<file path="src/rtl/packet_serializer_if.sv">
// ----------------------------------------------------------------------------
// packet_serializer_if
// Purpose : Master-side bus of the packet serializer. It carries an address
//           phase (fields plus a valid/ready pair) and a write-data channel
//           (beat data, strobes and last, plus a valid/ready pair).
// Modports:
//   master - the serializer. It drives the address fields, m_addr_valid,
//            m_wdata, m_wstrb, m_wlast and m_wvalid. It samples m_addr_ready
//            and m_wready.
//   slave  - the downstream AXI-side logic, with every direction reversed.
// ----------------------------------------------------------------------------
interface packet_serializer_if #(
    parameter int ADDR_WIDTH = 40,
    parameter int ID_WIDTH   = 16,
    parameter int USER_WIDTH = 32,
    parameter int DATA_WIDTH = 128
);
    logic [ADDR_WIDTH-1:0]   m_addr;
    logic [7:0]              m_len;
    logic [2:0]              m_size;
    logic [1:0]              m_burst;
    logic [ID_WIDTH-1:0]     m_id;
    logic [USER_WIDTH-1:0]   m_user;
    logic                    m_is_write;
    logic                    m_addr_valid;
    logic                    m_addr_ready;
    logic [DATA_WIDTH-1:0]   m_wdata;
    logic [DATA_WIDTH/8-1:0] m_wstrb;
    logic                    m_wlast;
    logic                    m_wvalid;
    logic                    m_wready;

    modport master (
        output m_addr, m_len, m_size, m_burst, m_id, m_user, m_is_write, m_addr_valid,
        output m_wdata, m_wstrb, m_wlast, m_wvalid,
        input  m_addr_ready, m_wready
    );

    modport slave (
        input  m_addr, m_len, m_size, m_burst, m_id, m_user, m_is_write, m_addr_valid,
        input  m_wdata, m_wstrb, m_wlast, m_wvalid,
        output m_addr_ready, m_wready
    );
endinterface

</file>
<file path="src/rtl/packet_serializer.sv">
// ----------------------------------------------------------------------------
// packet_serializer
// Purpose : Consumer end of the scheduler/selector -> serializer path. When
//           the scheduler raises activate, the block captures the whole
//           packet. It replays the packet as an address phase followed, for
//           writes, by the write-data beats. It then pulses consumed so the
//           scheduler pops the owning queue.
// Ports   :
//   clock     - single rising-edge clock
//   reset     - asynchronous, active-low reset
//   packet_in - packet from the selector; it is valid while activate=1
//   activate  - scheduler request to transmit packet_in
//   consumed  - one-cycle pulse when the packet has been fully transmitted
//   busy      - high whenever the FSM is not idle
//   len_error - one-cycle pulse when the captured len exceeds MAX_BEATS-1
//   bus       - master modport: address phase and write-data channel
// ----------------------------------------------------------------------------
module packet_serializer #(
    parameter int ADDR_WIDTH  = 40,
    parameter int ID_WIDTH    = 16,
    parameter int USER_WIDTH  = 32,
    parameter int DATA_WIDTH  = 128,
    parameter int MAX_BEATS   = 4,
    parameter int HEADER_SIZE = 102,
    parameter int DATA_SIZE   = HEADER_SIZE + MAX_BEATS*(DATA_WIDTH/8) + MAX_BEATS*DATA_WIDTH
) (
    input  logic                 clock,
    input  logic                 reset,
    input  logic [DATA_SIZE-1:0] packet_in,
    input  logic                 activate,
    output logic                 consumed,
    output logic                 busy,
    output logic                 len_error,
    packet_serializer_if.master  bus
);
    localparam int STRB_W    = DATA_WIDTH / 8;
    localparam int BEAT_W    = (MAX_BEATS > 1) ? $clog2(MAX_BEATS) : 1;
    localparam int LEN_LSB   = ADDR_WIDTH;
    localparam int SIZE_LSB  = LEN_LSB + 8;
    localparam int BURST_LSB = SIZE_LSB + 3;
    localparam int ID_LSB    = BURST_LSB + 2;
    localparam int WR_BIT    = ID_LSB + ID_WIDTH;
    localparam int USER_LSB  = WR_BIT + 1;
    localparam int STRB_LSB  = HEADER_SIZE;
    localparam int DATA_LSB  = HEADER_SIZE + MAX_BEATS*STRB_W;
    localparam logic [7:0] MAX_LEN = 8'(MAX_BEATS - 1);

    localparam logic [1:0] IDLE = 2'd0;
    localparam logic [1:0] ADDR = 2'd1;
    localparam logic [1:0] DATA = 2'd2;
    localparam logic [1:0] DONE = 2'd3;

    logic [1:0]           state;
    logic [DATA_SIZE-1:0] pkt;
    logic [BEAT_W-1:0]    beat;
    logic                 guard;
    logic [7:0]           cap_len;
    logic [7:0]           eff_len;
    logic                 last_beat;

    logic [DATA_WIDTH-1:0] beat_data [MAX_BEATS];
    logic [STRB_W-1:0]     beat_strb [MAX_BEATS];

    for (genvar k = 0; k < MAX_BEATS; k++) begin : g_beats
        assign beat_data[k] = pkt[DATA_LSB + k*DATA_WIDTH +: DATA_WIDTH];
        assign beat_strb[k] = pkt[STRB_LSB + k*STRB_W +: STRB_W];
    end

    // An oversized len is clamped so the beat counter never leaves the stored beats.
    assign cap_len   = pkt[LEN_LSB +: 8];
    assign eff_len   = (cap_len > MAX_LEN) ? MAX_LEN : cap_len;
    assign last_beat = (8'(beat) == eff_len);

    // guard is high for the first idle cycle after DONE. The scheduler is
    // still popping its queue in that cycle, so the stale activate must not
    // start a second transfer.
    always_ff @(posedge clock or negedge reset) begin
        if (!reset) begin
            state     <= IDLE;
            pkt       <= '0;
            beat      <= '0;
            guard     <= 1'b0;
            len_error <= 1'b0;
        end else begin
            len_error <= 1'b0;
            guard     <= 1'b0;
            case (state)
                IDLE: begin
                    if (activate && !guard) begin
                        pkt       <= packet_in;
                        len_error <= (packet_in[LEN_LSB +: 8] > MAX_LEN);
                        state     <= ADDR;
                    end
                end
                ADDR: begin
                    if (bus.m_addr_ready) begin
                        state <= pkt[WR_BIT] ? DATA : DONE;
                    end
                end
                DATA: begin
                    if (bus.m_wready) begin
                        if (last_beat) begin
                            beat  <= '0;
                            state <= DONE;
                        end else begin
                            beat <= beat + 1'b1;
                        end
                    end
                end
                DONE: begin
                    guard <= 1'b1;
                    state <= IDLE;
                end
                default: state <= IDLE;
            endcase
        end
    end

    // All outputs decode from registers only, so ready never reaches valid combinationally.
    assign busy     = (state != IDLE);
    assign consumed = (state == DONE);

    assign bus.m_addr_valid = (state == ADDR);
    assign bus.m_addr       = pkt[ADDR_WIDTH-1:0];
    assign bus.m_len        = eff_len;
    assign bus.m_size       = pkt[SIZE_LSB +: 3];
    assign bus.m_burst      = pkt[BURST_LSB +: 2];
    assign bus.m_id         = pkt[ID_LSB +: ID_WIDTH];
    assign bus.m_is_write   = pkt[WR_BIT];
    assign bus.m_user       = pkt[USER_LSB +: USER_WIDTH];

    assign bus.m_wvalid = (state == DATA);
    assign bus.m_wlast  = (state == DATA) && last_beat;
    assign bus.m_wdata  = (state == DATA) ? beat_data[beat] : '0;
    assign bus.m_wstrb  = (state == DATA) ? beat_strb[beat] : '0;
endmodule

</file>
<file path="src/flat_wrapper.sv">
// flat-port wrapper written by rule: the top's interface ports become plain ports
module packet_serializer_flat 
#(
    parameter int ADDR_WIDTH  = 40,
    parameter int ID_WIDTH    = 16,
    parameter int USER_WIDTH  = 32,
    parameter int DATA_WIDTH  = 128,
    parameter int MAX_BEATS   = 4,
    parameter int HEADER_SIZE = 102,
    parameter int DATA_SIZE   = HEADER_SIZE + MAX_BEATS*(DATA_WIDTH/8) + MAX_BEATS*DATA_WIDTH
)
  (clock, reset, packet_in, activate, consumed, busy, len_error, bus_m_addr, bus_m_len, bus_m_size, bus_m_burst, bus_m_id, bus_m_user, bus_m_is_write, bus_m_addr_valid, bus_m_wdata, bus_m_wstrb, bus_m_wlast, bus_m_wvalid, bus_m_addr_ready, bus_m_wready);
  packet_serializer_if #(.ADDR_WIDTH(ADDR_WIDTH), .ID_WIDTH(ID_WIDTH), .USER_WIDTH(USER_WIDTH), .DATA_WIDTH(DATA_WIDTH)) bus_i ();
  input  logic clock;
  input  logic reset;
  input  logic [DATA_SIZE-1:0] packet_in;
  input  logic activate;
  output logic consumed;
  output logic busy;
  output logic len_error;
  output wire logic [$bits(bus_i.m_addr)-1:0] bus_m_addr;
  output wire logic [$bits(bus_i.m_len)-1:0] bus_m_len;
  output wire logic [$bits(bus_i.m_size)-1:0] bus_m_size;
  output wire logic [$bits(bus_i.m_burst)-1:0] bus_m_burst;
  output wire logic [$bits(bus_i.m_id)-1:0] bus_m_id;
  output wire logic [$bits(bus_i.m_user)-1:0] bus_m_user;
  output wire logic [$bits(bus_i.m_is_write)-1:0] bus_m_is_write;
  output wire logic [$bits(bus_i.m_addr_valid)-1:0] bus_m_addr_valid;
  output wire logic [$bits(bus_i.m_wdata)-1:0] bus_m_wdata;
  output wire logic [$bits(bus_i.m_wstrb)-1:0] bus_m_wstrb;
  output wire logic [$bits(bus_i.m_wlast)-1:0] bus_m_wlast;
  output wire logic [$bits(bus_i.m_wvalid)-1:0] bus_m_wvalid;
  input wire logic [$bits(bus_i.m_addr_ready)-1:0] bus_m_addr_ready;
  input wire logic [$bits(bus_i.m_wready)-1:0] bus_m_wready;
  assign bus_m_addr = bus_i.m_addr;
  assign bus_m_len = bus_i.m_len;
  assign bus_m_size = bus_i.m_size;
  assign bus_m_burst = bus_i.m_burst;
  assign bus_m_id = bus_i.m_id;
  assign bus_m_user = bus_i.m_user;
  assign bus_m_is_write = bus_i.m_is_write;
  assign bus_m_addr_valid = bus_i.m_addr_valid;
  assign bus_m_wdata = bus_i.m_wdata;
  assign bus_m_wstrb = bus_i.m_wstrb;
  assign bus_m_wlast = bus_i.m_wlast;
  assign bus_m_wvalid = bus_i.m_wvalid;
  assign bus_i.m_addr_ready = bus_m_addr_ready;
  assign bus_i.m_wready = bus_m_wready;
  packet_serializer #(.ADDR_WIDTH(ADDR_WIDTH), .ID_WIDTH(ID_WIDTH), .USER_WIDTH(USER_WIDTH), .DATA_WIDTH(DATA_WIDTH), .MAX_BEATS(MAX_BEATS), .HEADER_SIZE(HEADER_SIZE), .DATA_SIZE(DATA_SIZE)) u_core (.clock(clock), .reset(reset), .packet_in(packet_in), .activate(activate), .consumed(consumed), .busy(busy), .len_error(len_error), .bus(bus_i));
endmodule
</file>
<file path="config.mk">
export PLATFORM = sky130hd
export DESIGN_NAME = packet_serializer_flat
export DESIGN_NICKNAME = d
export VERILOG_FILES = /design/src/rtl/packet_serializer_if.sv /design/src/rtl/packet_serializer.sv /design/src/flat_wrapper.sv
export SDC_FILE = /design/constraint.sdc
export NUM_CORES = 2
export LEC_CHECK = 0
export ABC_AREA = 1
export CELL_PAD_IN_SITES_DETAIL_PLACEMENT = 0
export CELL_PAD_IN_SITES_GLOBAL_PLACEMENT = 1
export CORE_AREA = 2 2 366 368
export CTS_CLUSTER_DIAMETER = 40
export DETAILED_ROUTE_END_ITERATION = 8
export DIE_AREA = 0 0 368 370
export PLACE_DENSITY = 0.57
export SYNTH_ARGS = -nofsm -noshare
export SYNTH_HDL_FRONTEND = slang
export SYNTH_SLANG_ARGS = --single-unit
</file>
<file path="constraint.sdc">
create_clock -name clock -period 2 [get_ports clock]
set_input_delay 0.4 -clock clock [delete_from_list [all_inputs] [get_ports clock]]
set_output_delay 0.4 -clock clock [all_outputs]
set_load 0.005 [all_outputs]
</file>
==> results.toml <==
[sta]
setup_slack_ns = -0.861
slew_violations = 0
hold_viol_final = 0
fin_crit_ns = 2.86
period_share_pct = 143
clock_skew_ns = 0.0221
finalSetupViolations = 739
rsz0062_at_grt = "yes"
timing.fmax_ghz = 0.350

[pwr]
total_power_w = 0.0925
power.leakage_nw = 25.8
powerDensity_mw_per_mm2 = 1750
ir_worst_vdd_uv = 840

[routing]
dr.pass1.iters = 5
viasPerCell = 4.37
totalWireLength_mm = 154
drcViolationCount = 0
drtIter0Drc = 2110
vias = 31400
ant_nets = 0
avgRoutedWirePerCell_um = 21.5

[global_route]
grt_pass1_vias = 32400
grt_max_degree = 61
gr-usage-all-layers_pct = 21.7
gr-total-overflow = 0
antenna_found_initial = 36
grt_pass1_wl_mm = 219

[setup_path]
r2r_slack_ns = -0.16
cp-start-kind = "flip-flop"
worstReg2RegEnd = "u_core.pkt[550]"
crit_type = "reg2out"
r2r-start = "u_core.state[1]"
cp.arrival_ns = 2.46
path_max_fanout = 8
cp-end-kind = "output pin"
required_ns = 1.60
worst_r2r_path_depth = 13

[clock_network]
cts_sinks = 684
htree_levels = 4
tritoncts = "yes"
numCtsBuffers = 143
cts_buffer_depth = 3
clock_latency_ns = 0.76
root_buffer = "clkbuf_16"
clkTransAtPathRegs_ns = 0.05

[hold_path]
hold_path_class = "in2async"

[floorplanning]
ios = 935
initial_core_util_pct = 23.7
placement_rows = 134
fp.dieH_um = 370
core_region_area_mm2 = 0.132
die-area_mm2 = 0.136
die_x_um = 368

[placement]
post-place-ws_ns = -0.520
postPlaceCellArea_mm2 = 0.0443
placement.io_buffers = 928
dpl.hpwl_mm = 106
gp_congestion = 0.879
placed_cells = 6784

[status]
violations = "setup timing"
outcome = "finished with violations"

[synthesis]
ys_top_cells_by_count = "2,039 x nand2_1, 684 x dfrtp_1, 583 x nor2_1"
netlist_area_mm2 = 0.0313
synth_top_cell_by_area = "dfrtp_1"
yosysSeqAreaShare_pct = 54.6
synth.avg_cell_area_um2 = 7.56
synth_cell_types = 23
netlist_top_cells_area = "dfrtp_1 55%, nand2_1 24%, nor2_1 7.0%"
yosysMostFrequentCell = "nand2_1"
synth-main-ff-cell = "dfrtp_1"
syn_inst = 4143
synth-seq-cells = 684
synth_edf_count = 0
synth_top_area_share_pct = 54.6
ys_warn_count = 0
postSynth.asyncResetShare_pct = 100

[finish]
fin_cells = 7175
layout.nets = 5968
fillers = 13500
syn2layout_area_growth_pct = 69.0
final_area_mm2 = 0.0530
final_layout_size_suffix_gt1_share_pct = 22.3

[job]
drv_cap = 0
-- per-layer routing --
layer  vias up  GRT usage (%)  routed length [um]
met5         -              0                 328
met4        50           5.15                2630
met3       219           5.29                9230
met2       930           35.5               73200
met1     15100           28.9               68700
li1      15100              -                   -
-- how the worst max path moves through the flow --
stage / start / end / slack, ns / cells past startpoint
after global placement: u_core.beat[0] / bus_m_wdata[125] / -0.53 / 5
final: u_core.beat[0] / bus_m_wdata[80] / -0.86 / 8
after detailed placement: u_core.beat[0] / bus_m_wdata[125] / -0.52 / 5
after floorplan: u_core.state[0] / bus_m_wdata[100] / 0.13 / 6
after global routing: u_core.beat[0] / bus_m_wdata[3] / -0.97 / 9
after CTS: u_core.beat[0] / bus_m_wdata[3] / -0.93 / 9
-- cell type report --
type                            count  area (um^2)  share of cell area (%)
Clock buffer                      184         4000                    7.55
Inverter                           17          131                   0.248
Sequential cell                   684        17100                    32.3
Timing Repair inverter              1         8.76                  0.0165
Antenna cell                       11         27.5                  0.0520
Timing Repair Buffer             1347        14400                    27.3
Multi-Input combinational cell   3087        13900                    26.3
Tap cell                         1768         2210                    4.18
Clock inverter                     76         1080                    2.04
-- power breakdown --
group          total, W  switching, W  internal [W]
combinational    0.0421        0.0226        0.0195
sequential       0.0252       0.00475        0.0205
clock            0.0251       0.00839        0.0167
total            0.0925        0.0358        0.0567
-- through the flow --
step | setup TNS (ns) | util, % | hold WS, ns
after floorplan | 0 | - | 0.104
after global placement | -78.43 | 33.4 | 0.311
after detailed placement | -84.50 | 33.4 | 0.308
after CTS | -121.49 | 38.7 | 0.0819
after global routing | -223.39 | 40.0 | 0.102
final | -156.50 | 40.0 | 0.115
-- registers in the layout (all words and copies together), names as in the netlist --
name,cells
u_core.len_error,1
u_core.beat,2
u_core.pkt,678
u_core.state,2
u_core.guard,1
-- worst max-delay path, cell delays in order, from the launching register on --
cell             delay (ns)
dfrtp_4                0.48
buf_12                 0.17
inv_6                  0.12
buf_12                 0.11
buf_16                 0.12
buf_4                  0.14
o21ai_0                0.10
a21oi_1                0.22
clkdlybuf4s15_2        0.24
-- logic make-up (layout without fill, tap and decap cells) --
family / Yosys count / in the layout / share of synthesized area (%)
xor+xnor: 1 / 1 / 0.0280
other cells: 1 / 17 / 0.0120
compound gates: 439 / 439 / 7.03
flops: 684 / 684 / 54.6
fa+ha+maj: 4 / 4 / 0.160
simple gates: 2637 / 2637 / 31.7
buf+inv: 377 / 1625 / 6.41
-- what timing repair did --
| action | 4_1_cts | 5_1_grt |
|---|---|---|
| setup buffers | 56 | 45 |
| pin swaps | 178 | 223 |
| gates resized for setup | 1191 | 446 |
| endpoints found under the hold margin | 366 | 0 |
| hold buffers | 1 | 0 |
| setup endpoints to repair | 249 | 483 |
| gates cloned | 35 | 15 |
-- layout by cell type (no fill, tap or decap), types with 20 or more instances in the layout --
cell,instances
bufinv_16,20
buf_6,50
dlygate4sd2_1,95
o21ai_2,50
nand2_1,2037
buf_12,103
buf_16,40
a21oi_2,67
buf_8,28
o21ai_0,48
dfrtp_1,682
clkbuf_16,162
a21oi_1,77
o21ai_1,188
buf_4,197
nor2_1,336
nor2_2,145
buf_2,130
nor2_4,103
clkdlybuf4s50_1,681
Power figures use the tool's default switching activity.
